### src/rtl/arith_pkg.sv
// Shared arithmetic definitions: default operand width, divider state encoding
// and the iteration-counter sizing helper.
package arith_pkg;

  localparam int WIDTH_DEF = 11;

  typedef enum logic [1:0] {
    ST_IDLE = 2'd0,
    ST_CALC = 2'd1,
    ST_FIX  = 2'd2,
    ST_DONE = 2'd3
  } div_state_e;

  // Counter must index 0 .. 2*w-1.
  function automatic int cnt_width(input int w);
    return (2 * w > 1) ? $clog2(2 * w) : 1;
  endfunction

endpackage

### src/rtl/serial_div_step.sv
// One combinational restoring-division step: shift the next dividend bit into
// the partial remainder and subtract the divisor when it fits.
module serial_div_step
  import arith_pkg::*;
#(
  parameter int width = WIDTH_DEF
) (
  input  logic [width:0]   rem_i,
  input  logic             dvd_bit_i,
  input  logic [width-1:0] dsr_i,
  output logic [width:0]   rem_o,
  output logic             q_bit_o
);

  logic [width+1:0] shifted;
  logic [width+1:0] dsr_ext;

  assign shifted = {rem_i, dvd_bit_i};
  assign dsr_ext = (width + 2)'(dsr_i);

  always_comb begin
    q_bit_o = (shifted >= dsr_ext);
    rem_o   = q_bit_o ? (width + 1)'(shifted - dsr_ext) : (width + 1)'(shifted);
  end

endmodule

### src/rtl/signed_serial_divider_11.sv
// Signed 2W/W serial divider: magnitude restoring loop over 2W cycles, then a
// single fix-up cycle applying signs, saturation and divide-by-zero handling.
module signed_serial_divider_11
  import arith_pkg::*;
#(
  parameter int width = WIDTH_DEF
) (
  input  logic               clk,
  input  logic               rst_n,
  input  logic               en,
  input  logic [2*width-1:0] A,
  input  logic [width-1:0]   B,
  output logic               valid,
  output logic [width-1:0]   Q,
  output logic [width-1:0]   R,
  output logic               dbz,
  output logic               ovf
);

  localparam int DW    = 2 * width;
  localparam int CNT_W = cnt_width(width);

  localparam logic [CNT_W-1:0] LAST_ITER = CNT_W'(DW - 1);
  localparam logic [DW-1:0]    POS_LIM   = DW'((1 << (width - 1)) - 1);
  localparam logic [DW-1:0]    NEG_LIM   = DW'(1 << (width - 1));
  localparam logic [width-1:0] Q_SAT_POS = {1'b0, {(width - 1){1'b1}}};
  localparam logic [width-1:0] Q_SAT_NEG = {1'b1, {(width - 1){1'b0}}};

  div_state_e       state_q, state_d;
  logic [CNT_W-1:0] cnt_q, cnt_d;
  logic [DW-1:0]    dvd_q, dvd_d;
  logic [width-1:0] bmag_q, bmag_d;
  logic [width:0]   rem_q, rem_d;
  logic             sq_q, sq_d;
  logic             sr_q, sr_d;
  logic             valid_q, valid_d;
  logic [width-1:0] q_q, q_d;
  logic [width-1:0] r_q, r_d;
  logic             dbz_q, dbz_d;
  logic             ovf_q, ovf_d;

  logic [DW-1:0]    a_mag;
  logic [width-1:0] b_mag;
  logic [width:0]   step_rem;
  logic             step_qbit;
  logic [width-1:0] q_mag_lo;
  logic [width-1:0] rem_lo;

  // The most negative dividend negates to itself, which is its correct unsigned magnitude.
  assign a_mag    = A[DW-1] ? -A : A;
  assign b_mag    = B[width-1] ? -B : B;
  assign q_mag_lo = dvd_q[width-1:0];
  assign rem_lo   = rem_q[width-1:0];

  serial_div_step #(.width(width)) u_step (
    .rem_i     (rem_q),
    .dvd_bit_i (dvd_q[DW-1]),
    .dsr_i     (bmag_q),
    .rem_o     (step_rem),
    .q_bit_o   (step_qbit)
  );

  always_comb begin
    // NOTE: every _d takes its held value first, so no path through the case infers a latch.
    state_d = state_q;
    cnt_d   = cnt_q;
    dvd_d   = dvd_q;
    bmag_d  = bmag_q;
    rem_d   = rem_q;
    sq_d    = sq_q;
    sr_d    = sr_q;
    valid_d = valid_q;
    q_d     = q_q;
    r_d     = r_q;
    dbz_d   = dbz_q;
    ovf_d   = ovf_q;

    unique case (state_q)
      ST_IDLE, ST_DONE: begin
        if (en) begin
          state_d = ST_CALC;
          cnt_d   = '0;
          dvd_d   = a_mag;
          bmag_d  = b_mag;
          rem_d   = '0;
          sq_d    = A[DW-1] ^ B[width-1];
          sr_d    = A[DW-1];
          valid_d = 1'b0;
        end
      end
      ST_CALC: begin
        // Quotient bits shift in from the bottom as dividend bits leave the top.
        rem_d = step_rem;
        dvd_d = {dvd_q[DW-2:0], step_qbit};
        if (cnt_q == LAST_ITER) begin
          state_d = ST_FIX;
          cnt_d   = '0;
        end else begin
          cnt_d = cnt_q + CNT_W'(1);
        end
      end
      ST_FIX: begin
        state_d = ST_DONE;
        valid_d = 1'b1;
        if (bmag_q == '0) begin
          dbz_d = 1'b1;
          ovf_d = 1'b0;
          q_d   = '0;
          r_d   = '0;
        end else begin
          dbz_d = 1'b0;
          r_d   = sr_q ? -rem_lo : rem_lo;
          if (!sq_q && (dvd_q > POS_LIM)) begin
            ovf_d = 1'b1;
            q_d   = Q_SAT_POS;
          end else if (sq_q && (dvd_q > NEG_LIM)) begin
            ovf_d = 1'b1;
            q_d   = Q_SAT_NEG;
          end else begin
            ovf_d = 1'b0;
            q_d   = sq_q ? -q_mag_lo : q_mag_lo;
          end
        end
      end
      default: state_d = ST_IDLE;
    endcase
  end

  // NOTE: state updates use non-blocking assignments so every flop samples pre-edge values.
  always_ff @(posedge clk or negedge rst_n) begin
    if (!rst_n) begin
      state_q <= ST_IDLE;
      cnt_q   <= '0;
      dvd_q   <= '0;
      bmag_q  <= '0;
      rem_q   <= '0;
      sq_q    <= 1'b0;
      sr_q    <= 1'b0;
      valid_q <= 1'b0;
      q_q     <= '0;
      r_q     <= '0;
      dbz_q   <= 1'b0;
      ovf_q   <= 1'b0;
    end else begin
      state_q <= state_d;
      cnt_q   <= cnt_d;
      dvd_q   <= dvd_d;
      bmag_q  <= bmag_d;
      rem_q   <= rem_d;
      sq_q    <= sq_d;
      sr_q    <= sr_d;
      valid_q <= valid_d;
      q_q     <= q_d;
      r_q     <= r_d;
      dbz_q   <= dbz_d;
      ovf_q   <= ovf_d;
    end
  end

  assign valid = valid_q;
  assign Q     = q_q;
  assign R     = r_q;
  assign dbz   = dbz_q;
  assign ovf   = ovf_q;

endmodule

### config.mk
export PLATFORM = sky130hd
export DESIGN_NAME = signed_serial_divider_11
export DESIGN_NICKNAME = d
export VERILOG_FILES = /design/src/rtl/arith_pkg.sv /design/src/rtl/serial_div_step.sv /design/src/rtl/signed_serial_divider_11.sv
export SDC_FILE = /design/constraint.sdc
export NUM_CORES = 1
export LEC_CHECK = 0
export ABC_AREA = 1
export CAP_MARGIN = 40
export CORE_ASPECT_RATIO = 0.75
export CORE_MARGIN = 1
export CORE_UTILIZATION = 40
export DETAILED_ROUTE_END_ITERATION = 8
export GPL_TIMING_DRIVEN = 1
export SLEW_MARGIN = 30
export SYNTH_ARGS = -nofsm -noshare
export SYNTH_HDL_FRONTEND = slang
export SYNTH_SLANG_ARGS = --single-unit
### constraint.sdc
create_clock -name clk -period 5.5 [get_ports clk]
set_input_delay 0.825 -clock clk [delete_from_list [all_inputs] [get_ports clk]]
set_output_delay 0.825 -clock clk [all_outputs]
set_load 0.01 [all_outputs]
======== Word-level counts from Yosys, hierarchy flattened ========
Cells that the tools add are included.
word-level totals
  flip-flop bits (word level) ............. 79
cells by class
  add/subtract/negate cells ............... 6
  order comparisons ....................... 3
  eq/ne operators ......................... 6
  mux-type cells .......................... 25
  bitwise logic cells ..................... 1
  reductions and logical operators ........ 12
operators with widths
  cell                    count
  $mux W11                7
  $mux W22                2
  $pmux W22 S2            1
  $neg A11 Y11            3
  $mux W12                2
  $pmux W12 S2            1
  $gt A22 B10 Y1 const B  1
  $gt A22 B11 Y1 const B  1
  $neg A22 Y22            1
  $ge A13 B11 Y1          1
  $sub A12 B11 Y12        1
  $logic_not A11 Y1       1
  $mux W5                 2
  $pmux W5 S2             1
  $reduce_and A2 Y1       4
  $pmux W2 S3             1
  $add A5 B1 Y5 const B   1
  $eq A5 B5 Y1 const B    1
  $mux W1                 5
  $eq A2 B2 Y1 const B    2
  $mux W2                 2
  $ne A2 B2 Y1 const B    2
  $reduce_bool A2 Y1      2
  $eq A2 B1 Y1 const B    1
  other kinds (6)         7

======== Logic depth before layout (Yosys ltp) ========
  depth in word-level cells ............... 5
  mapped depth ............................ 13
  mapped depth without buffers ............ 13

======== Modules after synthesis ========
A second synthesis with hierarchy kept.
unflattened totals
  cells, all modules ...................... 851
  area total of the unflattened synthesis .. 5647.9 µm²
by module, submodules not included
  module                    instances  cells an instance  area an instance (µm²)
  signed_serial_divider_11  1          658                4654.5
  serial_div_step           1          193                993.5

======== Worst setup path before layout ========
No wires, ideal clock.
  kind .................................... input to register
  start ................................... input port A[1]
  end ..................................... register dvd_q[16]
  library setup time ...................... 0.126 ns
  data arrival time ....................... 1.781 ns
  data required time ...................... 5.374 ns
  slack ................................... 3.594 ns
  stages .................................. 11
  buffers on the path ..................... 0
  path through ............................ inv_1 > ha_1 > nand2_1 > nand2_1 > nand2_1 > nor2_2 > nand2_1 > nand2_1 > nand3_1 > nand2_1 > o21ai_0
on the way
  cells in the longest elaborated chain, start to end .. 4
ends and longest elaborated chain
  item                    line                             text
  start: declaration      signed_serial_divider_11.sv:11   input logic [2*width-1:0] A,
  $neg A22 Y22            signed_serial_divider_11.sv:50   assign a_mag = A[DW-1] ? -A : A;
  $mux W22                signed_serial_divider_11.sv:50
  $mux W22                signed_serial_divider_11.sv:80   if (en) begin
  $pmux W22 S2            signed_serial_divider_11.sv:78   unique case (state_q)
  end signal: assignment  signed_serial_divider_11.sv:147  dvd_q <= dvd_d;
  end: declaration        signed_serial_divider_11.sv:31   logic [DW-1:0] dvd_q, dvd_d;
Every way passes these cells. The select of a mux whose other input is x is not followed.
A chain may end at the register's enable or synchronous reset.

======== Worst setup path in the final report ========
  start ................................... input port en
  end ..................................... register dvd_q[2]
on the way
  cells in the longest elaborated chain, start to end .. 2
ends and longest elaborated chain
  item                         line                            text
  start: declaration           signed_serial_divider_11.sv:10  input logic en,
  $ne A2 B2 Y1 (no line)       -
  $reduce_and A2 Y1 (no line)  -
Every way passes these cells.

==> results <==
- In this run, post-CTS repair resized a total of 0 instances.
- Yosys printed 0 warnings.
- Clock-pin slew was measured on the worst setup and hold paths at 0.06 ns.
- Counting buffers and inverters, the worst setup path is 7 cells deep.
- The final hold violation count came to 0.
- Setup violations remaining at the end of the flow were counted as 0.
- The class of the tightest hold or removal check is reg2reg.
- After floorplanning, the core was sized to cover 13,240 sq um.
- Port buffering added 60 buffers.
- The reported leakage power is 3.216 nW.
- The TritonCTS clock tree is built.
- Clock latency on the worst-skew pair, taken at its later pin, is 0.34 ns.
- The cell occurring most often along the worst timing path is sky130_fd_sc_hd__o21ai_0.
- The type of the setup path with the least slack is in2reg.
- The clock passes through at most 2 buffers.
- The H-tree depth reported by CTS is 3.
- After layout, the design draws a total of 4.247 mW.
- Headroom to the max-slew limit came out at 48.61%.
- The power per unit of standard cell area is 646.6 nW/um^2.
- The shortest clock period the worst path allows after layout is 2.473 ns.
- The switching power summed over all nets is 2.040 mW.
- A synthesized cell averages 6.880 sq um.
- The post-layout net count is 911.
- 0 antenna diodes ended up in the layout.
- Counting both buffers and inverters, the worst setup path holds a total of 2.
- The final worst-path setup slack is 3.027 ns.
- Data on the critical path is required at its endpoint by 5.71 ns.
- After technology mapping, the gate count stands at 804.
- The final RePlAce weighted congestion is 0.8965.
- The instance count along the most critical hold path is 2.
- The clock net in this run drives a total of 79 sinks.
- On the critical path the largest part of the delay comes from buffers and inverters.
- The top fanout value on the critical path is 35.
- Derived from the worst setup path, the maximum achievable clock frequency is 404.3 MHz.
- The number of top-level design ports is 61.
- The floorplan step set the die height to 103.8 um.
- After routing, the total negative slack on setup checks comes to 0 ns.
- Leaving out fill and tap cells, the most frequent cells in the layout are 232 x sky130_fd_sc_hd__nand2_1, 94 x sky130_fd_sc_hd__inv_1, 79 x sky130_fd_sc_hd__dfrtp_1.
- The number of inserted filler cells in the final layout is 1,320.
- STA classifies the critical path endpoint as a flop.
- Counting every net in the synthesized netlist gives 861.
- The die covers 14,310 sq um.
- After detailed routing, the average wire length per cell comes to 13.70 um.
- The share of final-layout standard cells stronger than drive strength 1 is 6.519%.
- Setup repair after global routing left no endpoint under its margin.
- Entering global routing, the biggest net connects 80 pins.
- The switching share of total power is 48.05%.
- The flow ran to the end, and the final reports show no timing, DRC or antenna violations.
- In the final layout, flip-flops and latches occupy 1977 sq um.
- Buffers added to address setup during post-CTS repair amount to 0.
- The first-pass GRT wire length is 23.18 mm.
- The routed via count is 5,246.
- The mean number of vias per cell is 5.093.
- The detailed placer's ending HPWL is 10.86 mm.
- The number of antenna violations at the first check in global routing is 0.
- The worst clock skew is 0.009845 ns.
- The tightest hold path in the finished design has a slack of 0.4785 ns.
- STA classifies the critical path startpoint as a primary input.
- The residual overflow from global routing is 0.
- The via count of the first global-routing pass came to 4,616.
- The sequential group share of total power is 26.2%.
- The residual DRC count is 0.
- The total count of max-transition violations in the final report was 0.
- The max-capacitance violation count is 0.
- VDD sags by at most 0.0005350 V.
- The pre-CTS setup slack is 2.699 ns.
- The internal power summed over all cells is 2.206 mW.
- The starting utilization of the core area is 41.77%.
- The distinct cell type count after synthesis is 40.
- The most frequent standard cell in the layout excluding fill and tap cells is sky130_fd_sc_hd__nand2_1.
- Data arrives at the worst endpoint at 2.69 ns.
- The total wire length is 14.11 mm.
- The final critical-path share of the clock period is 44.97%.
- The relative contribution of combinational cells to total power is 58.3%.
- For this run, the detailed router's first-pass iteration total came to 4.
- The cell with the biggest individual delay on the critical path is sky130_fd_sc_hd__nand2_1.
- The measured slew at the worst slew-check pin is 0.7700 ns.
- TritonCTS created 9 clock buffers.
- The number of cells on the worst reg-to-reg path is 8.
- The part of the power in the clock network is 15.5%.
- The critical path goes through clkdlybuf4s50_1 -> nand2_1 -> o21ai_2 -> inv_2 -> a21oi_1 -> o21ai_0 -> o21ai_0.
- In this run, synthesis produced a sequential element count of 79.
- The longest individual stage delay on the worst path is 0.49 ns.
- The number of hold buffers added after cts is 0.
- Once detail routing completed, the nets flagged for antenna violations numbered 0.
- The overall die width is 137.8 um.
- The netlist area before placement is 5532 sq um.
- Global routing used 20.64% of the available tracks.
- In this run, the number of DRC markers left after iteration 0 of detailed routing was 375.
- The floorplan has 36 rows.
- The area of combinational cells with multiple inputs is 3044 sq um.
- For this run, the register share of the synthesized area comes to 35.74%.
- The cell sitting at the root of the clock tree is a sky130_fd_sc_hd__clkbuf_16.
- The area added between synthesis and finish is 18.73%.
[sequential cells by signal, summed over array words and instances (netlist names)]
register	count
dvd_q	22
rem_q	12
Q	11
R	11
bmag_q	11
cnt_q	5
state_q	2
dbz	1
ovf	1
sq_q	1
sr_q	1
valid	1
[final timing paths]
check,from,to,slack (ns)
min in group asynchronous,rst_n,R[8],0.51
max reg2reg,state_q[0],dvd_q[2],3.15
min reg2reg,Q[1],Q[1],0.48
max,en,dvd_q[2],3.03
min,Q[1],Q[1],0.48
max in group asynchronous,rst_n,bmag_q[4],4.48
[final cells by class]
class / count / area share [%]
clock buffers: 9 / 3.429
clock inverters: 7 / 1.562
inverters: 98 / 5.620
multi-input cells: 602 / 46.35
flip-flops and latches: 79 / 30.10
well taps: 171 / 3.258
repair buffers: 64 / 9.678
[metrics by stage]
stage	utilization, %	area (sq um)	std cells
after floorplan	-	5532	804
after global placement	46.95	6217	1012
after detailed placement	47.12	6240	1014
after CTS	49.59	6568	1030
after global routing	49.59	6568	1030
final	49.59	6568	1030
[cells in the mapped netlist, drive strengths merged]
| cell type | n | area (sq um) |
|---|---|---|
| xor2 | 18 | 157.7 |
| nand3b | 5 | 37.54 |
| nor3 | 5 | 30.03 |
| and3 | 1 | 6.260 |
| dfrtp | 79 | 1977 |
| nand4 | 13 | 81.33 |
| o22ai | 3 | 18.77 |
| o211ai | 5 | 37.54 |
| fa | 1 | 20.02 |
| xnor2 | 9 | 78.83 |
| nor2 | 75 | 301.5 |
| a21oi | 46 | 234.0 |
| or2 | 2 | 12.52 |
| buf | 18 | 115.1 |
| nand3 | 78 | 415.4 |
| nand2 | 246 | 958.4 |
| o21a | 1 | 7.510 |
| ha | 20 | 250.2 |
| inv | 96 | 360.3 |
| o32ai | 1 | 8.760 |
| o21ai | 69 | 356.6 |
| o21bai | 2 | 15.01 |
| a22oi | 1 | 7.510 |
| nor2b | 1 | 8.760 |
| clkbuf | 7 | 26.28 |
| clkinv | 2 | 8.750 |
[kinds of logic after synthesis]
kind of cell / count (synthesis) / synth area share (%)
xor gates and xnor gates: 27 / 4.275
DFF: 79 / 35.74
buffers and inverters: 123 / 9.229
and+or+nand+nor: 426 / 33.48
adders and majority gates: 21 / 4.886
AOI/OAI and AO/OA: 128 / 12.40
[worst reg2reg max path, stage by stage, from the launching register on]
cell and delay, ns:
sky130_fd_sc_hd__dfrtp_1 0.39, sky130_fd_sc_hd__inv_1 0.06, sky130_fd_sc_hd__ha_1 0.34, sky130_fd_sc_hd__nand2_1 0.49, sky130_fd_sc_hd__o21ai_2 0.14, sky130_fd_sc_hd__inv_2 0.48
sky130_fd_sc_hd__a21oi_1 0.10, sky130_fd_sc_hd__o21ai_0 0.11, sky130_fd_sc_hd__o21ai_0 0.11
[power groups by stage]
stage	Clock, mW	Combinational (mW)	Sequential, mW
2_1_floorplan	0	1.86	1.07
3_3_place_gp	0	2.42	1.11
3_5_place_dp	0	2.47	1.12
4_1_cts	0.668	2.49	1.11
5_1_grt	0.696	2.83	1.15
6_report	0.658	2.47	1.11
[metal layers]
layer | track usage [%] | wire [um] | vias up
met4 | 4.814 | 95 | 0
met2 | 26.78 | 5558 | 120
met3 | 4.503 | 798 | 8
met1 | 33.52 | 7659 | 2428
li1 | - | - | 2690
met5 | 0 | 0 | -
Note: power is estimated with default switching activity, not from simulation.
